## config.mk

```make
export PLATFORM = sky130hd
export DESIGN_NAME = uart_rx_flat
export DESIGN_NICKNAME = d
export VERILOG_FILES = /design/src/rtl/uart_pkg.sv /design/src/rtl/uart_rx_if.sv /design/src/rtl/uart_sync.sv /design/src/rtl/uart_rx.sv /design/src/flat_wrapper.sv
export SDC_FILE = /design/constraint.sdc
export NUM_CORES = 1
export LEC_CHECK = 0
export CORE_ASPECT_RATIO = 1.1
export CORE_UTILIZATION = 38
export CTS_BUF_LIST = sky130_fd_sc_hd__clkbuf_8
export CTS_CLUSTER_DIAMETER = 150
export DETAILED_ROUTE_END_ITERATION = 8
export PLACE_DENSITY_LB_ADDON = 0.12
export SLEW_MARGIN = 20
export SYNTH_ARGS = -nofsm -noshare
export SYNTH_HDL_FRONTEND = slang
export SYNTH_SLANG_ARGS = --single-unit
```

## constraint.sdc

```tcl
create_clock -name i_clk -period 1.8 [get_ports i_clk]
set_input_delay 0.36 -clock i_clk [delete_from_list [all_inputs] [get_ports i_clk]]
set_output_delay 0.36 -clock i_clk [all_outputs]
set_load 0.02 [all_outputs]
```

## src/rtl/uart_pkg.sv

```systemverilog
// Shared types and defaults for the UART receiver.
// The PARITY state exists only when UART_PARITY_EN is defined.
package uart_pkg;

  localparam int DEFAULT_DATA_BITS  = 8;
  localparam int DEFAULT_OVERSAMPLE = 16;

  typedef enum logic [2:0] {
    ST_IDLE,
    ST_START,
    ST_DATA,
`ifdef UART_PARITY_EN
    ST_PARITY,
`endif
    ST_STOP,
    ST_WAIT_IDLE
  } state_e;

endpackage

```

## src/rtl/uart_rx_if.sv

```systemverilog
// Receiver-side bundle: tick/line inputs and received-word outputs.
// o_parity_err is present only when UART_PARITY_EN is defined.
interface uart_rx_if #(
  parameter int DATA_BITS = uart_pkg::DEFAULT_DATA_BITS
);

  logic                 i_tick;
  logic                 i_rx;
  logic [DATA_BITS-1:0] o_data;
  logic                 o_valid;
  logic                 o_frame_err;
`ifdef UART_PARITY_EN
  logic                 o_parity_err;
`endif
  logic                 o_busy;

  modport slave (
    input  i_tick, i_rx,
    output o_data, o_valid, o_frame_err,
`ifdef UART_PARITY_EN
    output o_parity_err,
`endif
    output o_busy
  );

  modport master (
    output i_tick, i_rx,
    input  o_data, o_valid, o_frame_err,
`ifdef UART_PARITY_EN
    input  o_parity_err,
`endif
    input  o_busy
  );

endinterface

```

## src/rtl/uart_sync.sv

```systemverilog
// Two-flop synchroniser for the asynchronous serial line; resets to idle-high.
module uart_sync (
  input  logic i_clk,
  input  logic i_rst_n,
  input  logic i_d,
  output logic o_q
);

  logic meta_q;
  logic sync_q;

  always_ff @(posedge i_clk or negedge i_rst_n) begin
    if (!i_rst_n) begin
      meta_q <= 1'b1;
      sync_q <= 1'b1;
    end else begin
      meta_q <= i_d;
      sync_q <= meta_q;
    end
  end

  assign o_q = sync_q;

endmodule

```

## src/rtl/uart_rx.sv

```systemverilog
// Oversampling UART receiver: start/data/[parity]/stop framing, break-safe.
// Optional parity checking is built when UART_PARITY_EN is defined.
module uart_rx
  import uart_pkg::*;
#(
  parameter int DATA_BITS  = DEFAULT_DATA_BITS,
  parameter int OVERSAMPLE = DEFAULT_OVERSAMPLE,
  parameter int PARITY_ODD = 0
) (
  input  logic     i_clk,
  input  logic     i_rst_n,
  uart_rx_if.slave bus
);

  localparam int CNT_W = $clog2(OVERSAMPLE);
  localparam int BIT_W = $clog2(DATA_BITS + 1);
  localparam logic [CNT_W-1:0] HALF_LAST = CNT_W'(OVERSAMPLE / 2 - 1);
  localparam logic [CNT_W-1:0] FULL_LAST = CNT_W'(OVERSAMPLE - 1);
  localparam logic [BIT_W-1:0] BIT_LAST  = BIT_W'(DATA_BITS - 1);

  if (DATA_BITS < 5 || DATA_BITS > 9 || OVERSAMPLE < 8 || (OVERSAMPLE % 2) != 0 ||
      PARITY_ODD < 0 || PARITY_ODD > 1) begin : g_bad_params
    $error("uart_rx: unsupported parameter set");
  end

  state_e               state_q, state_d;
  logic [CNT_W-1:0]     cnt_q, cnt_d;
  logic [BIT_W-1:0]     bit_q, bit_d;
  logic [DATA_BITS-1:0] shift_q, shift_d;
  logic [DATA_BITS-1:0] data_q, data_d;
  logic                 valid_q, valid_d;
  logic                 ferr_q, ferr_d;
`ifdef UART_PARITY_EN
  localparam logic ODD_BIT = (PARITY_ODD != 0);
  logic                 perr_q, perr_d;
  logic                 par_bad_q, par_bad_d;
`endif

  logic rx_s;
  logic bit_end;

  uart_sync u_sync (
    .i_clk   (i_clk),
    .i_rst_n (i_rst_n),
    .i_d     (bus.i_rx),
    .o_q     (rx_s)
  );

  assign bit_end = bus.i_tick && (cnt_q == FULL_LAST);

  always_comb begin
    state_d = state_q;
    cnt_d   = cnt_q;
    bit_d   = bit_q;
    shift_d = shift_q;
    data_d  = data_q;
    valid_d = 1'b0;
    ferr_d  = 1'b0;
`ifdef UART_PARITY_EN
    perr_d    = 1'b0;
    par_bad_d = par_bad_q;
`endif
    // Counter wraps at every bit boundary while a frame is in flight.
    if (bus.i_tick && state_q != ST_IDLE && state_q != ST_WAIT_IDLE) begin
      cnt_d = (cnt_q == FULL_LAST) ? '0 : cnt_q + 1'b1;
    end
    case (state_q)
      ST_IDLE: begin
        if (!rx_s) begin
          state_d = ST_START;
          cnt_d   = '0;
        end
      end
      ST_START: begin
        if (bus.i_tick && cnt_q == HALF_LAST) begin
          cnt_d   = '0;
          bit_d   = '0;
          state_d = rx_s ? ST_IDLE : ST_DATA;
        end
      end
      ST_DATA: begin
        if (bit_end) begin
          shift_d = {rx_s, shift_q[DATA_BITS-1:1]};
          bit_d   = bit_q + 1'b1;
          if (bit_q == BIT_LAST) begin
`ifdef UART_PARITY_EN
            state_d = ST_PARITY;
`else
            state_d = ST_STOP;
`endif
          end
        end
      end
`ifdef UART_PARITY_EN
      ST_PARITY: begin
        if (bit_end) begin
          par_bad_d = rx_s ^ (^shift_q) ^ ODD_BIT;
          state_d   = ST_STOP;
        end
      end
`endif
      ST_STOP: begin
        if (bit_end) begin
          data_d  = shift_q;
          valid_d = 1'b1;
          ferr_d  = !rx_s;
`ifdef UART_PARITY_EN
          perr_d  = par_bad_q;
`endif
          // A low stop bit may be a break; wait for the line to recover.
          state_d = rx_s ? ST_IDLE : ST_WAIT_IDLE;
        end
      end
      ST_WAIT_IDLE: begin
        if (rx_s) state_d = ST_IDLE;
      end
      default: state_d = ST_IDLE;
    endcase
  end

  always_ff @(posedge i_clk or negedge i_rst_n) begin
    if (!i_rst_n) begin
      state_q   <= ST_IDLE;
      cnt_q     <= '0;
      bit_q     <= '0;
      shift_q   <= '0;
      data_q    <= '0;
      valid_q   <= 1'b0;
      ferr_q    <= 1'b0;
`ifdef UART_PARITY_EN
      perr_q    <= 1'b0;
      par_bad_q <= 1'b0;
`endif
    end else begin
      state_q   <= state_d;
      cnt_q     <= cnt_d;
      bit_q     <= bit_d;
      shift_q   <= shift_d;
      data_q    <= data_d;
      valid_q   <= valid_d;
      ferr_q    <= ferr_d;
`ifdef UART_PARITY_EN
      perr_q    <= perr_d;
      par_bad_q <= par_bad_d;
`endif
    end
  end

  assign bus.o_data      = data_q;
  assign bus.o_valid     = valid_q;
  assign bus.o_frame_err = ferr_q;
`ifdef UART_PARITY_EN
  assign bus.o_parity_err = perr_q;
`endif
  assign bus.o_busy      = (state_q != ST_IDLE);

endmodule
```

## src/flat_wrapper.sv

```systemverilog
// flat-port wrapper written by rule: the top's interface ports become plain ports
module uart_rx_flat import uart_pkg::*;
#(
  parameter int DATA_BITS  = DEFAULT_DATA_BITS,
  parameter int OVERSAMPLE = DEFAULT_OVERSAMPLE,
  parameter int PARITY_ODD = 0
)
  (i_clk, i_rst_n, bus_i_tick, bus_i_rx, bus_o_data, bus_o_valid, bus_o_frame_err, bus_o_busy);
  uart_rx_if #(.DATA_BITS(DATA_BITS)) bus_i ();
  input  logic i_clk;
  input  logic i_rst_n;
  input wire logic [$bits(bus_i.i_tick)-1:0] bus_i_tick;
  input wire logic [$bits(bus_i.i_rx)-1:0] bus_i_rx;
  output wire logic [$bits(bus_i.o_data)-1:0] bus_o_data;
  output wire logic [$bits(bus_i.o_valid)-1:0] bus_o_valid;
  output wire logic [$bits(bus_i.o_frame_err)-1:0] bus_o_frame_err;
  output wire logic [$bits(bus_i.o_busy)-1:0] bus_o_busy;
  assign bus_i.i_tick = bus_i_tick;
  assign bus_i.i_rx = bus_i_rx;
  assign bus_o_data = bus_i.o_data;
  assign bus_o_valid = bus_i.o_valid;
  assign bus_o_frame_err = bus_i.o_frame_err;
  assign bus_o_busy = bus_i.o_busy;
  uart_rx #(.DATA_BITS(DATA_BITS), .OVERSAMPLE(OVERSAMPLE), .PARITY_ODD(PARITY_ODD)) u_core (.i_clk(i_clk), .i_rst_n(i_rst_n), .bus(bus_i));
endmodule
```

==> impl_metrics.py <==
metrics = {
    "pwr": {
        "p_sw_share_pct": 32.4,
        "intPower_w": 0.00136,
        "power.leakage_nw": 0.831,
        "power.share.clock_pct": 27.4,
        "p_seq_share_pct": 42.0,
        "power_switching_w": 0.000649,
        "ir_drop_uv": 589,
        "pwr-share-comb_pct": 30.6,
        "power.density_mw_per_mm2": 1100,
        "power_w": 0.00200,
    },
    "clocking": {
        "post-cts-setup-buffers": 0,
        "clock_sinks": 31,
        "cts_tree": "yes",
        "cts_buffer_depth": 2,
        "cts.htree.levels": 2,
        "clk_pin_slew_ns": 0.06,
        "root_buffer": "clkbuf_8",
        "cts_buffers": 5,
        "clock_latency_ns": 0.28,
        "hold_buffers": 0,
    },
    "critical_path": {
        "cp_max_fo": 5,
        "cp_slowest_stage_delay_ns": 0.43,
        "end_kind": "register",
        "critPathRequiredTime_ns": 1.97,
        "reg2reg_to": "u_core.bus.o_data[7]$_DFFE_PN0P_",
        "crit_type": "reg2reg",
        "worstPathCellList": "ha_4 -> nand4_2 -> or3_1 -> buf_4 -> mux2_4",
        "cp_data_arrival_time_ns": 1.90,
        "cp-start-kind": "register",
        "worstReg2RegStart": "u_core.cnt_q[1]$_DFF_PN0_",
        "cp_slowest_cell": "dfrtp_1",
        "reg2reg_depth": 5,
        "ff2ff_setup_slack_ns": 0.07,
    },
    "die": {
        "coreArea_mm2": 0.00344,
        "die_h_um": 65.7,
        "start_util_pct": 40.8,
        "num_rows": 22,
        "die_area_mm2": 0.00394,
        "die_w_um": 60.0,
        "ios": 15,
    },
    "sta": {
        "finalHoldViolCount": 0,
        "setup_viol": 0,
        "max_slew_margin_pct": 73.9,
        "fin_skew_ns": 0.00506,
        "slew_viol_final": 0,
        "fin_crit_sh_pct": 96.1,
        "setup_ws_ns": 0.0708,
        "max_freq_mhz": 578,
        "worstMarginPinSlew_ns": 0.392,
        "min_period_ns": 1.73,
    },
    "run": {
        "drv_cap": 0,
    },
    "global_routing": {
        "grtUsageMet3_pct": 5.12,
        "grt_max_degree": 32,
        "top_usage_layer": "met2",
        "antenna_found_initial": 0,
        "met2_usage_pct": 24.0,
        "grt_pass1_vias": 960,
        "grt_overflow": 0,
        "use_met1_pct": 21.2,
        "grt_use_total_pct": 16.2,
        "grt_pass1_wl_mm": 4.54,
    },
    "routing": {
        "drc": 0,
        "ant_nets": 0,
        "wire_per_inst_um": 13.8,
        "wirelength_mm": 2.66,
        "via_per_inst": 5.12,
        "dr.first_iter.drc_count": 24,
        "vias": 989,
        "drt-pass1-iter-count": 4,
    },
    "hold_path": {
        "min_to": "u_core.u_sync.o_q$_DFF_PN1_",
        "hold_path.class": "reg2reg",
        "holdCritStartpoint": "u_core.u_sync.meta_q$_DFF_PN1_",
        "hold_depth": 0,
    },
    "synth": {
        "ys_seq_area_share_pct": 55.4,
        "synth_flop_cell": "dfrtp_1",
        "yosysTopAreaCell": "dfrtp_1",
        "synthTopCellsByArea": "dfrtp_1, mux2_2, dfstp_2",
        "synth_warnings": 0,
        "yosysTopAreaCellShare_pct": 51.7,
        "synthCells": 112,
        "yosysMostFrequentCell": "dfrtp_1",
        "ys_ff_latch": 31,
        "synthesis.area_mm2": 0.00140,
        "synth_fp_nets": 118,
        "synth_cell_types": 39,
        "synthTopCellsByCount": "dfrtp_1, mux2_2",
        "synth_enable_flop_cells": 0,
        "async_flop_share_pct": 100,
        "synth_area_per_cell_um2": 12.5,
    },
    "placement": {
        "hpwl_mm": 1.92,
        "dp_cells": 185,
        "finalWeightedCongestion": 0.867,
        "io_buffers": 14,
        "pre_cts_ws_ns": -0.223,
    },
    "final_layout": {
        "syn_to_final_growth_pct": 29.6,
        "final_net_count": 150,
        "fillers": 319,
        "final_layout_size_suffix_gt1_share_pct": 31.7,
        "final_cells": 193,
        "antennaDiodeCount": 0,
    },
    "outcome": {
        "status": "finished clean",
    },
}
layer usage:
metal	vias to the layer above	routed length, um
li1	483	-
met1	483	1200
met2	15	1300
met3	8	97
met4	0	56
met5	-	0
timing repair:
item                                   in CTS  in global routing
gates resized for setup                     1                  3
setup endpoints to repair                   1                 10
endpoints found under the hold margin       0                  0
worst max-delay path, delay by kind of cell (launching register included):
kind | cells | cell delay (ns)
AND/OR/NAND/NOR | 2 | 0.53
multiplexers | 1 | 0.29
buffers and inverters | 1 | 0.19
adder cells (fa/ha/maj) | 1 | 0.18
flip-flops | 1 | 0.43
cell usage in the layout, fill, tap and decap left out, drive strengths merged, types with 2 or more instances in the layout:
cell type / netlist / routed
a211oi: 2 / 2
buf: 2 / 15
o21bai: 2 / 2
nand3: 2 / 2
a22oi: 3 / 3
dfstp: 2 / 2
dfrtp: 29 / 29
mux2i: 3 / 3
or3: 5 / 5
o211ai: 2 / 2
ha: 2 / 2
a31oi: 2 / 2
nand2: 5 / 5
clkdlybuf4s50: 0 / 13
nor2: 5 / 5
inv: 2 / 3
o21ai: 5 / 5
clkbuf: 2 / 6
mux2: 16 / 16
a21oi: 4 / 4
registers in the layout (all words and copies together) (netlist names):
signal                  count
u_core.bus.o_valid          1
u_core.bit_q                4
u_core.cnt_q                4
u_core.u_sync.o_q           1
u_core.u_sync.meta_q        1
u_core.bus.o_data           8
u_core.shift_q              8
u_core.state_q              3
u_core.bus.o_frame_err      1
area by class of cell:
| class | count | area [um^2] | area share (%) |
|---|---|---|---|
| clock buffers | 6 | 82.6 | 4.54 |
| clock inverters | 2 | 8.76 | 0.481 |
| inverters | 2 | 10.0 | 0.550 |
| multi-input cells | 75 | 614 | 33.8 |
| flip-flops and latches | 31 | 778 | 42.8 |
| well taps | 48 | 60.1 | 3.30 |
| repair buffers | 29 | 265 | 14.6 |
cell families after synthesis:
logic type,synth area share [%]
compound gates,12.9
xor+xnor,1.25
simple gates,10.8
fa+ha+maj,1.78
flops,55.4
mux,15.8
buf+inv,2.05
power groups by stage:
stage / Sequential, W / Combinational [W] / Clock, W
floorplan: 0.000850 / 0.000360 / 0
global placement: 0.000838 / 0.000581 / 0
detailed placement: 0.000843 / 0.000597 / 0
CTS: 0.000829 / 0.000595 / 0.000568
global route: 0.000852 / 0.000690 / 0.000598
finish: 0.000842 / 0.000614 / 0.000548
worst max-delay path by stage:
stage / from / to / slack [ns]
4_1_cts: u_core.cnt_q[1]$_DFF_PN0_ / u_core.bus.o_data[7]$_DFFE_PN0P_ / 0.02
2_1_floorplan: u_core.cnt_q[0]$_DFF_PN0_ / u_core.bus.o_data[2]$_DFFE_PN0P_ / 0.0002
3_3_place_gp: bus_i_tick / u_core.bus.o_data[1]$_DFFE_PN0P_ / -0.20
5_1_grt: u_core.cnt_q[1]$_DFF_PN0_ / u_core.bus.o_data[7]$_DFFE_PN0P_ / -0.0002
6_report: u_core.cnt_q[1]$_DFF_PN0_ / u_core.bus.o_data[7]$_DFFE_PN0P_ / 0.07
3_5_place_dp: bus_i_tick / u_core.bus.o_data[7]$_DFFE_PN0P_ / -0.22
per-stage QoR:
step / cell area [um^2] / hold WS [ns] / utilization (%) / TNS, ns
final: 1820 / 0.352 / 52.9 / 0
after global routing: 1820 / 0.355 / 52.9 / -0.000214
after CTS: 1800 / 0.351 / 52.4 / 0
after detailed placement: 1710 / 0.347 / 49.8 / -3.58
after global placement: 1710 / 0.346 / 49.8 / -3.12
after floorplan: 1410 / 0.0644 / - / 0
Note: power is estimated with default switching activity, not from simulation.
